**src/rtl/mul_pkg.sv**
```systemverilog
// Shared definitions for the sequential shift-add multiplier.
package mul_pkg;

    // Default operand width.
    localparam int unsigned MUL_W = 8;

    // Controller states.
    typedef enum logic [1:0] {
        IDLE = 2'd0,
        RUN  = 2'd1,
        FIN  = 2'd2
    } state_t;

    // Width of the partial-product index counter for a given operand width.
    function automatic int unsigned cnt_width(input int unsigned w);
        return $clog2(w);
    endfunction

    localparam int unsigned MUL_CW = cnt_width(MUL_W);

endpackage

```
**src/rtl/mulseq.sv**
```systemverilog
// Sequential shift-add multiplier: one partial product per clock,
// unsigned or two's-complement operands, start/busy/done handshake.
module mulseq
    import mul_pkg::*;
#(
    parameter int unsigned W = MUL_W
) (
    input  logic             clk,
    input  logic             rst,
    input  logic             start,
    input  logic             sgn,
    input  logic [W-1:0]     x,
    input  logic [W-1:0]     y,
    output logic             busy,
    output logic             done,
    output logic [2*W-1:0]   out
);

    localparam int unsigned CW = cnt_width(W);
    localparam int unsigned PW = 2 * W;

    state_t          r_state;
    logic [W-1:0]    r_mx;
    logic [W-1:0]    r_my;
    logic            r_neg;
    logic [PW-1:0]   r_acc;
    logic [CW-1:0]   r_cnt;
    logic            r_busy;
    logic            r_done;
    logic [PW-1:0]   r_out;

    logic [W-1:0]    w_mx;
    logic [W-1:0]    w_my;
    logic            w_neg;
    logic [PW-1:0]   w_part;
    logic [PW-1:0]   w_res;
    logic            w_last;

    // Operand magnitudes and product sign; -2^(W-1) negates to itself,
    // which read unsigned is exactly its magnitude.
    assign w_mx  = (sgn && x[W-1]) ? (-x) : x;
    assign w_my  = (sgn && y[W-1]) ? (-y) : y;
    assign w_neg = sgn & (x[W-1] ^ y[W-1]);

    // Current partial product and final sign correction.
    assign w_part = r_my[r_cnt] ? ({{W{1'b0}}, r_mx} << r_cnt) : '0;
    assign w_res  = r_neg ? (-r_acc) : r_acc;
    assign w_last = (r_cnt == CW'(W - 1));

    // Controller, counter and accumulator; all outputs registered.
    // busy is also set on the FIN edge so it covers the done cycle.
    always_ff @(posedge clk or posedge rst) begin
        if (rst) begin
            r_state <= IDLE;
            r_mx    <= '0;
            r_my    <= '0;
            r_neg   <= 1'b0;
            r_acc   <= '0;
            r_cnt   <= '0;
            r_busy  <= 1'b0;
            r_done  <= 1'b0;
            r_out   <= '0;
        end else begin
            r_done <= 1'b0;
            case (r_state)
                IDLE: begin
                    r_busy <= start;
                    if (start) begin
                        r_mx    <= w_mx;
                        r_my    <= w_my;
                        r_neg   <= w_neg;
                        r_acc   <= '0;
                        r_cnt   <= '0;
                        r_state <= RUN;
                    end
                end
                RUN: begin
                    r_busy <= 1'b1;
                    r_acc  <= r_acc + w_part;
                    if (w_last) begin
                        r_cnt   <= '0;
                        r_state <= FIN;
                    end else begin
                        r_cnt <= r_cnt + CW'(1);
                    end
                end
                FIN: begin
                    r_busy  <= 1'b1;
                    r_done  <= 1'b1;
                    r_out   <= w_res;
                    r_state <= IDLE;
                end
                default: begin
                    r_busy  <= 1'b0;
                    r_state <= IDLE;
                end
            endcase
        end
    end

    assign busy = r_busy;
    assign done = r_done;
    assign out  = r_out;

endmodule

```
**config.mk**
```make
export PLATFORM = sky130hd
export DESIGN_NAME = mulseq
export DESIGN_NICKNAME = d
export VERILOG_FILES = /design/src/rtl/mul_pkg.sv /design/src/rtl/mulseq.sv
export SDC_FILE = /design/constraint.sdc
export NUM_CORES = 1
export LEC_CHECK = 0
export ABC_CLOCK_PERIOD_IN_PS = 3350
export BUFFER_PORTS_ARGS = -buffer_cell sky130_fd_sc_hd__buf_2
export CORE_MARGIN = 1.5
export CORE_UTILIZATION = 56
export DETAILED_ROUTE_END_ITERATION = 10
export HOLD_SLACK_MARGIN = 0.08
export PLACE_DENSITY = 0.76
export SYNTH_ARGS = -nofsm -noshare
export SYNTH_HDL_FRONTEND = slang
export SYNTH_SLANG_ARGS = --single-unit
```
**constraint.sdc**
```tcl
create_clock -name clk -period 3.35 [get_ports clk]
set_input_delay 0.8375 -clock clk [delete_from_list [all_inputs] [get_ports clk]]
set_output_delay 0.8375 -clock clk [all_outputs]
set_load 0.02 [all_outputs]
```
==> results by group <==
Clock network
  • Worst-path clk slew: 0.09 ns
  • Clock Latency Late Sink: approximately 0.31 ns
  • Root buf cell: clkbuf_8
  • Clock Path Buffers: 2
  • Setup repair bufs after CTS: 0
  • CTS tree: done
  • CTS Hold Bufs: 0
  • H-tree levels: 2
  • TritonCTS Buffers: 5
  • CTS resizes: 0
  • Clock sink count: between 50 and 60

Place
  • Post-DP HPWL: 5691 um
  • Routability cong.: 0.8896
  • DP Area: 4049 um2
  • I/O Buffers: 37
  • Worst slack, placed: roughly 0.23 ns

Routing
  • First-pass DRT Iterations: 9
  • Post-route antenna net violation count: 0
  • WL/cell: roughly 13 um
  • Post-DR vias/cell: between 5 and 6
  • Via count: approximately 3,100
  • DRC: 2
  • Drt initial violations: 218
  • WL final: ~7400 um

Synth
  • Synth area leader: dfrtp_1
  • Ys Warns: 0
  • Mapped Area: 3781 um2
  • Yosys reg bits: 56
  • Post-synth top area share: 0.3706
  • Top area cells in the synthesized netlist: dfrtp_1, ha_1, nand2_1
  • Yosys cell types: 46
  • Avg Cell Area, Syn: between 8 and 9 um2
  • Post-synth EDFFs: 0
  • Count leader, synth: nand2_1
  • Ys flop type: dfrtp_1
  • Register area share after synthesis: 0.3706
  • Synth async-reset ratio: 1.000
  • Top cells by count, synth: nand2_1, dfrtp_1, nor2_1
  • Synth Net Count: 486
  • Synth Instances: ~440

Hold path
  • Hold Crit Depth: 2
  • Hold crit path type: reg -> reg

Global routing
  • Vias in the first global route: slightly below 3,000
  • First-pass GRT wire length: roughly 13,000 um
  • Grt ovf: 0
  • Initial antenna violation count: 0
  • Largest net degree at the start of global routing: 36
  • Aggregate global-route resource usage: 0.2205

STA
  • Worst slew margin: 0.5814
  • Clk_skew: roughly 0.0061 ns
  • Max-slew violations: 0
  • Tcrit/Tclk final: 0.9399
  • Worst setup margin: approximately 0.20 ns
  • Max Clk Rate: roughly 320 MHz
  • Final-report setup violation count: 0
  • Fin. Hold Viols: 0
  • RSZ-0062 raised after global routing: yes
  • Least-Margin Pin Slew: between 0.6 and 0.7 ns
  • Min Tclk post-route: around 3.1 ns
  • WHS: 0.4864 ns
  • Setup_tns: 0 ns

Power
  • VDD IR-drop max: around 0.3 mV
  • Leakage power: just under 0.002 uW
  • Pwr per Cell Area: ~870 nW/um2

Critical path
  • Setup crit start kind: flip-flop
  • Critical Path RT: between 3 and 4 ns
  • Critical path arrival: 3.40 ns
  • Crit end category: flip-flop
  • Critical Path, Cell by Cell: mux4_2, nand2b_1, nor4b_1, ha_1, inv_1, fa_1, nor2b_1, o2111ai_1, nand4b_1, nand2_1, or4_1, nand3_1
  • Delay of the slowest cell on the worst path: between 0.4 and 0.5 ns
  • Crit-path slowest cell: or4_1
  • Worst setup path category: reg -> reg
  • Reg2reg path depth: 12
  • Crit path max fanout: 5

Cells and area
  • Fin util: 0.6439
  • Layout area overhead: 9.365%
  • Final nets: between 500 and 600
  • Fraction of layout cells with a size suffix above 1: 0.1387
  • Filler cell count: 583
  • Fin area: between 4000 and 5000 um2
  • Multi-input gate area: about 2300 um2
  • Reg area: roughly 1400 um2
  • ANT cells: 0

Outcome
  • Status: finished with violations
  • Failing checks: design-rule violations

Floorplanning
  • Die W: 85.17 um
  • Core Rows: 29
  • Die Y: between 80 and 90 um
  • Starting Density: 0.5887
  • Die ar.: just over 7000 um2
  • Core area: about 6400 um2
  • Io pins: 38

Job
  • Max cap viols: 0
-- cells by family after synthesis --
logic type,synth area share
compound gates,0.1820
xor+xnor,0.08339
fa+ha+maj,0.08471
buf+inv,0.03342
flops,0.3706
mux,0.05063
simple gates,0.1952
-- sequential cells by signal, summed over array words and instances, names as in the netlist --
signal	cells
done	1
busy	1
out	16
r_mx	8
r_neg	1
r_state	2
r_cnt	3
r_acc	16
r_my	8
-- cells in the final DEF (no fill, tap or decap), types with 2 or more instances in the layout --
cell	count
a21o_1	3
dfrtp_1	56
o31ai_1	7
a31oi_1	3
nand2_1	62
or3_4	2
nor2_1	50
buf_2	37
a211oi_1	3
buf_4	7
o21ai_0	42
a22o_1	3
nor3b_1	2
xor2_1	25
nand4_1	2
xnor2_1	11
o211ai_1	3
nor3_1	3
clkbuf_8	5
mux2i_1	9
a21oi_1	44
nand2b_1	8
inv_1	15
mux2_2	5
or3_1	4
nand3_1	10
and2_1	2
mux4_2	2
clkbuf_1	2
nand3b_1	2
nor2b_1	3
o2111ai_1	2
ha_1	24
-- through the flow --
stage,instances,power [uW]
2_1_floorplan,441,2755
3_3_place_gp,545,3154
3_5_place_dp,545,3216
4_1_cts,553,3593
5_1_grt,553,3918
6_report,553,3578
-- area by class of cell --
cell class                 count  area share
sequential                    56      0.3389
timing repair buffer          44     0.05749
clock buffer                   7     0.01846
multi-input combinational    352      0.5452
tap                           77     0.02330
clock inverter                 1    0.002118
inverter                      16     0.01452
-- per-layer routing --
| metal | global-route usage | share of wire |
|---|---|---|
| met1 | 0.2772 | 0.46 |
| met2 | 0.4019 | 0.49 |
| met3 | 0.02918 | 0.036 |
| met4 | 0.05067 | 0.010 |
| met5 | 0 | 0 |
-- critical path: cells and delay by family (launching register included) --
family | cells | cell delay (ns)
buf+inv | 1 | 0.07
flops | 1 | 0.43
compound gates | 1 | 0.16
fa+ha+maj | 2 | 0.64
simple gates | 7 | 1.43
mux | 1 | 0.34
-- final timing paths --
check                         start         to  slack (ns)
setup / recovery           r_cnt[0]  r_acc[14]        0.20
hold / removal              r_my[6]    r_my[6]        0.49
setup reg to reg           r_cnt[0]  r_acc[14]        0.20
hold reg to reg             r_my[6]    r_my[6]        0.49
max in group asynchronous       rst    r_mx[0]        2.02
min in group asynchronous       rst     out[0]        0.53
-- power breakdown --
| group | total [uW] | internal (uW) | switching [uW] |
|---|---|---|---|
| Combinational | 2010 | 828 | 1180 |
| Sequential | 1210 | 943 | 266 |
| Clock | 361 | 150 | 212 |
| Total | 3580 | 1920 | 1660 |
No activity file was read; power rests on OpenSTA's default activity.
